## src/rtl/jt12_kon_wr_if.sv

```systemverilog
// ============================================================================
// Module   : jt12_kon_wr_if
// Brief    : CPU write bus and key-on update outputs of the key-on writer.
// Revision : 1.0
// ============================================================================
`default_nettype none

interface jt12_kon_wr_if;
    logic       cpu_wr;
    logic [1:0] cpu_a;
    logic [7:0] cpu_din;
    logic       up_keyon;
    logic [2:0] keyon_ch;
    logic [3:0] keyon_op;
    logic       busy;

    modport master (
        output cpu_wr, cpu_a, cpu_din,
        input  up_keyon, keyon_ch, keyon_op, busy
    );

    modport slave (
        input  cpu_wr, cpu_a, cpu_din,
        output up_keyon, keyon_ch, keyon_op, busy
    );
endinterface

`default_nettype wire

```

## src/rtl/jt12_kon_wr.sv

```systemverilog
// ============================================================================
// Module   : jt12_kon_wr
// Brief    : Turns register 0x28 key-on writes into one full operator round of
//            up_keyon, with a one-entry last-write-wins command queue.
// Revision : 1.0
// ============================================================================
`default_nettype none

module jt12_kon_wr #(
    parameter int SLOTS = 24
) (
    input  logic          clk,
    input  logic          rst,
    input  logic          clk_en,
    jt12_kon_wr_if.slave  bus
);

    localparam int             CW         = (SLOTS > 1) ? $clog2(SLOTS) : 1;
    localparam logic [CW-1:0]  C_CNT_LOAD = CW'(SLOTS - 1);
    localparam logic [7:0]     C_KON_ADDR = 8'h28;

    typedef enum logic [1:0] {
        S_IDLE  = 2'd0,
        S_ARM   = 2'd1,
        S_APPLY = 2'd2
    } state_t;

    state_t        state_q, state_d;
    logic [7:0]    addr_q,  addr_d;
    logic          part2_q, part2_d;
    logic          up_q,    up_d;
    logic [2:0]    ch_q,    ch_d;
    logic [3:0]    op_q,    op_d;
    logic          qv_q,    qv_d;
    logic [2:0]    qch_q,   qch_d;
    logic [3:0]    qop_q,   qop_d;
    logic [CW-1:0] cnt_q,   cnt_d;

    logic          w_cmd_ok;
    logic [2:0]    w_cmd_ch;
    logic [3:0]    w_cmd_op;

    // Channels 3 and 7 do not exist; both have the low two bits set.
    assign w_cmd_ch = bus.cpu_din[2:0];
    assign w_cmd_op = bus.cpu_din[7:4];
    assign w_cmd_ok = bus.cpu_wr && (bus.cpu_a == 2'd1) && (addr_q == C_KON_ADDR)
                      && !part2_q && (w_cmd_ch[1:0] != 2'b11);

    always_comb begin
        state_d = state_q;
        addr_d  = addr_q;
        part2_d = part2_q;
        up_d    = up_q;
        ch_d    = ch_q;
        op_d    = op_q;
        qv_d    = qv_q;
        qch_d   = qch_q;
        qop_d   = qop_q;
        cnt_d   = cnt_q;

        if (bus.cpu_wr && (bus.cpu_a == 2'd0)) begin
            addr_d  = bus.cpu_din;
            part2_d = 1'b0;
        end else if (bus.cpu_wr && (bus.cpu_a == 2'd2)) begin
            addr_d  = bus.cpu_din;
            part2_d = 1'b1;
        end

        case (state_q)
            S_IDLE: begin
                if (w_cmd_ok) begin
                    ch_d    = w_cmd_ch;
                    op_d    = w_cmd_op;
                    state_d = S_ARM;
                end
            end
            S_ARM: begin
                if (clk_en) begin
                    state_d = S_APPLY;
                    up_d    = 1'b1;
                    cnt_d   = C_CNT_LOAD;
                end
                if (w_cmd_ok) begin
                    qv_d  = 1'b1;
                    qch_d = w_cmd_ch;
                    qop_d = w_cmd_op;
                end
            end
            S_APPLY: begin
                if (clk_en && (cnt_q == '0)) begin
                    up_d = 1'b0;
                    // The queue is popped first; a command on this same edge lands behind it.
                    if (qv_q) begin
                        ch_d    = qch_q;
                        op_d    = qop_q;
                        state_d = S_ARM;
                        qv_d    = w_cmd_ok;
                        if (w_cmd_ok) begin
                            qch_d = w_cmd_ch;
                            qop_d = w_cmd_op;
                        end
                    end else if (w_cmd_ok) begin
                        ch_d    = w_cmd_ch;
                        op_d    = w_cmd_op;
                        state_d = S_ARM;
                    end else begin
                        state_d = S_IDLE;
                    end
                end else begin
                    if (clk_en) begin
                        cnt_d = cnt_q - CW'(1);
                    end
                    if (w_cmd_ok) begin
                        qv_d  = 1'b1;
                        qch_d = w_cmd_ch;
                        qop_d = w_cmd_op;
                    end
                end
            end
            default: begin
                state_d = S_IDLE;
                up_d    = 1'b0;
            end
        endcase
    end

    always_ff @(posedge clk) begin
        if (rst) begin
            state_q <= S_IDLE;
            addr_q  <= 8'h00;
            part2_q <= 1'b0;
            up_q    <= 1'b0;
            ch_q    <= 3'd0;
            op_q    <= 4'd0;
            qv_q    <= 1'b0;
            qch_q   <= 3'd0;
            qop_q   <= 4'd0;
            cnt_q   <= '0;
        end else begin
            state_q <= state_d;
            addr_q  <= addr_d;
            part2_q <= part2_d;
            up_q    <= up_d;
            ch_q    <= ch_d;
            op_q    <= op_d;
            qv_q    <= qv_d;
            qch_q   <= qch_d;
            qop_q   <= qop_d;
            cnt_q   <= cnt_d;
        end
    end

    assign bus.up_keyon = up_q;
    assign bus.keyon_ch = ch_q;
    assign bus.keyon_op = op_q;
    assign bus.busy     = qv_q;

endmodule

`default_nettype wire

```

## src/flat_wrapper.sv

```systemverilog
// flat-port wrapper written by rule: the top's interface ports become plain ports
module jt12_kon_wr_flat 
#(
    parameter int SLOTS = 24
)
  (clk, rst, clk_en, bus_cpu_wr, bus_cpu_a, bus_cpu_din, bus_up_keyon, bus_keyon_ch, bus_keyon_op, bus_busy);
  jt12_kon_wr_if bus_i ();
  input  logic clk;
  input  logic rst;
  input  logic clk_en;
  input wire logic [$bits(bus_i.cpu_wr)-1:0] bus_cpu_wr;
  input wire logic [$bits(bus_i.cpu_a)-1:0] bus_cpu_a;
  input wire logic [$bits(bus_i.cpu_din)-1:0] bus_cpu_din;
  output wire logic [$bits(bus_i.up_keyon)-1:0] bus_up_keyon;
  output wire logic [$bits(bus_i.keyon_ch)-1:0] bus_keyon_ch;
  output wire logic [$bits(bus_i.keyon_op)-1:0] bus_keyon_op;
  output wire logic [$bits(bus_i.busy)-1:0] bus_busy;
  assign bus_i.cpu_wr = bus_cpu_wr;
  assign bus_i.cpu_a = bus_cpu_a;
  assign bus_i.cpu_din = bus_cpu_din;
  assign bus_up_keyon = bus_i.up_keyon;
  assign bus_keyon_ch = bus_i.keyon_ch;
  assign bus_keyon_op = bus_i.keyon_op;
  assign bus_busy = bus_i.busy;
  jt12_kon_wr #(.SLOTS(SLOTS)) u_core (.clk(clk), .rst(rst), .clk_en(clk_en), .bus(bus_i));
endmodule
```

## config.mk

```make
export PLATFORM = sky130hd
export DESIGN_NAME = jt12_kon_wr_flat
export DESIGN_NICKNAME = d
export VERILOG_FILES = /design/src/rtl/jt12_kon_wr_if.sv /design/src/rtl/jt12_kon_wr.sv /design/src/flat_wrapper.sv
export SDC_FILE = /design/constraint.sdc
export NUM_CORES = 1
export LEC_CHECK = 0
export ABC_AREA = 1
export BUFFER_PORTS_ARGS = -buffer_cell sky130_fd_sc_hd__buf_2
export CELL_PAD_IN_SITES_DETAIL_PLACEMENT = 0
export CELL_PAD_IN_SITES_GLOBAL_PLACEMENT = 2
export CORE_ASPECT_RATIO = 1.75
export CORE_MARGIN = 2
export CORE_UTILIZATION = 34
export DETAILED_ROUTE_END_ITERATION = 8
export PLACE_DENSITY_LB_ADDON = 0.1
export SYNTH_ARGS = -nofsm -noshare
export SYNTH_HDL_FRONTEND = slang
export SYNTH_SLANG_ARGS = --single-unit
```

## constraint.sdc

```tcl
create_clock -name clk -period 2.9 [get_ports clk]
set_clock_uncertainty 0.2 [all_clocks]
set_input_delay 0.145 -clock clk [delete_from_list [all_inputs] [get_ports clk]]
set_output_delay 0.145 -clock clk [all_outputs]
set_load 0.02 [all_outputs]
```

==> impl_results.md <==
* Die footprint at 5757 um2
* Leading cell type in the layout, fill and taps excluded: nand2_1
* Worst skew pair latency at about 0.28 ns
* Fillers at between 500 and 600
* Crit path DAT at ~2 ns
* Placeable core area at approximately 5000 um2
* Clk buf depth at 2
* Total of max-cap violations at 0
* FF+latch count, synth at 32
* Die H at between 90 and 100 um
* Status: finished clean
* Syn avg cell area at between 6 and 7 um2
* Die X at ~58 um
* Fin Setup TNS at 0 ns
* Maximum clock frequency at ~490 MHz
* WS Path Type: flip-flop to flip-flop
* GP Congestion at 0.7473
* Synthesized area at about 1700 um2
* HP Class: input port to flip-flop
* Number of flops mapped to enable cells by yosys at 0
* Number of diodes at 0
* Placement-stage cell area at roughly 1900 um2
* Share of layout cells above drive strength 1 at 14.58%
* Post-synthesis sequential area ratio at between 30% and 40%
* Nets@finish at 308
* Tot Pwr at ~1.4 mW
* Worst path most repeated cell: nand2_1
* Largest net degree at the start of global routing at 23
* Yosys top cell by area: dfxtp_1
* Drt first-iter violations at 40
* Slowest cell on crit path: ha_1
* IO buf count at 22
* Ys Warns at 0
* Remaining Overflow, GRT at 0
* Critical Path Source: u_core.state_q[0]
* Final min period at just over 2 ns
* Number of remaining DRC errors at 0
* CTS tree: yes
* RSZ-0062 raised after global routing: false
* CP Cell Sequence: inv_1 -> ha_1 -> nand2_1 -> nand2_2 -> nand3b_1 -> nand2_1 -> nor2_1
* Routed vias/inst at around 4.7
* Crit path required time at about 2.9 ns
* Lkg Pwr at just under 1 nW
* Initial core utilization at a little over a third
* Via count at 1,611
* Syn Inst Count at between 200 and 300
* GRT Total Usage at 16.48%
* Setup violations, final at 0
* Peak supply drop at ~350 uV
* Largest cells by area after synthesis: dfxtp_1 (37%), nand2_1 (14%), nor2_1 (8.6%), inv_1 (6.9%), a21oi_1 (5.4%)
* Setup crit end kind: flip-flop
* Final worst slack at between 0.8 and 0.9 ns
* Global-route wire length before repair at roughly 7200 um
* Drt pass-1 iters at 4
* FF-to-FF Start: u_core.state_q[0]
* Worst-Margin Slew at around 0.74 ns
* HP Start: bus_cpu_wr
* Crit start category: flip-flop
* FFs w/ async S/R, synth at 0%
* Final Cell Area at between 2000 and 2500 um2
* PwrDens at approximately 690 nW/um2
* Post-CTS Setup Bufs at 0
* Number of global-route vias before repair at between 1,500 and 2,000
* CTS Root Cell: clkbuf_8
* Commonest non-fill, non-tap cells in the layout: nand2_1 (65), nor2_1 (40), inv_1 (32), dfxtp_1 (32), buf_2 (22)
* DP HPWL at 3100 um
* Final number of hold-violating endpoints at 0
* H-Tree Depth at 2
* Slew headroom at between 50% and 60%
* Final period utilization at 70.59%
* Slowest Stage Delay on Critical Path at ~0.37 ns
* Clk sinks at 32
* Share of the synthesized area in the top cell type at between 30% and 40%
* Initial antenna violation count at 0
* Clock transition at path regs at roughly 0.070 ns
* Synth Net Count at 277
* Synth-to-layout area growth at 18.31%
* Place WS at 0.8401 ns
* # rows at 34
* Pins Over Slew Limit at 0
* I/O pin cnt at 23
* CTS Buf Count at 5
* Yosys cell types at 25
* Post-route ant nets at 0
* Top_reg_cell synth: dfxtp_1
* Fin Hold WS at between 0.03 and 0.04 ns
* Worst Path Max Fanout at 14
* WL final at around 4200 um
* DR WL/cell at around 12 um
## where the power goes
| group | switching [mW] | leakage, nW | internal [mW] |
|---|---|---|---|
| Clock | 0.157 | 0.0503 | 0.211 |
| Sequential | 0.0341 | 0.260 | 0.486 |
| Combinational | 0.359 | 0.676 | 0.187 |
## critical path, delay by kind of cell, from the launching register on
kind / cells / cell delay, ns
buffers and inverters: 1 / 0.10
AND/OR/NAND/NOR: 5 / 0.95
adder cells (fa/ha/maj): 1 / 0.37
flip-flops: 1 / 0.33
## area by class of cell
cell class | count | area [um2] | area share [%]
clock buffers | 7 | 96.34 | 4.655
inverters | 33 | 123.9 | 5.986
multi-input cells | 183 | 920.9 | 44.50
repair buffers | 33 | 220.2 | 10.64
flip-flops and latches | 32 | 640.6 | 30.96
well taps | 54 | 67.56 | 3.265
## synth_stat cells, drive strengths merged (2+ instances only)
master and number:
buf 7, o21ai 17, a211oi 4, clkbuf 2
nand3b 7, dfxtp 32, nand3 11, inv 33
nand4 2, a21oi 19, ha 6, nand2 67
nor2 46
## final timing paths
kind | end | cells past startpoint | slack, ns
setup / recovery | u_core.bus.keyon_op[3] | 7 | 0.85
hold / removal | u_core.part2_q | 4 | 0.04
setup reg to reg | u_core.bus.keyon_op[3] | 7 | 0.85
hold reg to reg | u_core.part2_q | 2 | 0.25
## registers in the layout (all words and copies together) (netlist names)
name / cells
u_core.addr_q: 8
u_core.cnt_q: 5
u_core.bus.keyon_op: 4
u_core.qop_q: 4
u_core.bus.keyon_ch: 3
u_core.qch_q: 3
u_core.state_q: 2
u_core.bus.busy: 1
u_core.bus.up_keyon: 1
u_core.part2_q: 1
## layer usage
metal  track usage [%]  wire [um]  up-vias
li1                  -          -      865
met5                 0          0        -
met3             2.756        107        4
met4             7.335         68        0
met2             29.20       2333       31
met1             18.72       1728      711
## per-stage QoR
step / utilization [%] / instances
after floorplan: - / 257
after global placement: 37.43 / 324
after detailed placement: 37.43 / 324
after CTS: 41.58 / 342
after global routing: 41.58 / 342
final: 41.58 / 342
## what timing repair did
action / in CTS / in global routing
endpoints found under the hold margin: 18 / 0
hold buffers: 11 / 0
resized for setup: 0 / 0
## cell families after synthesis
group,Yosys count,synth area share (%)
buffers and inverters,42,10.73
adder cells (fa/ha/maj),6,4.292
AND/OR/NAND/NOR,135,35.19
flip-flops,32,36.62
AO/OA/AOI/OAI,41,12.66
XOR/XNOR,1,0.5008
Power figures use the tool's default switching activity.
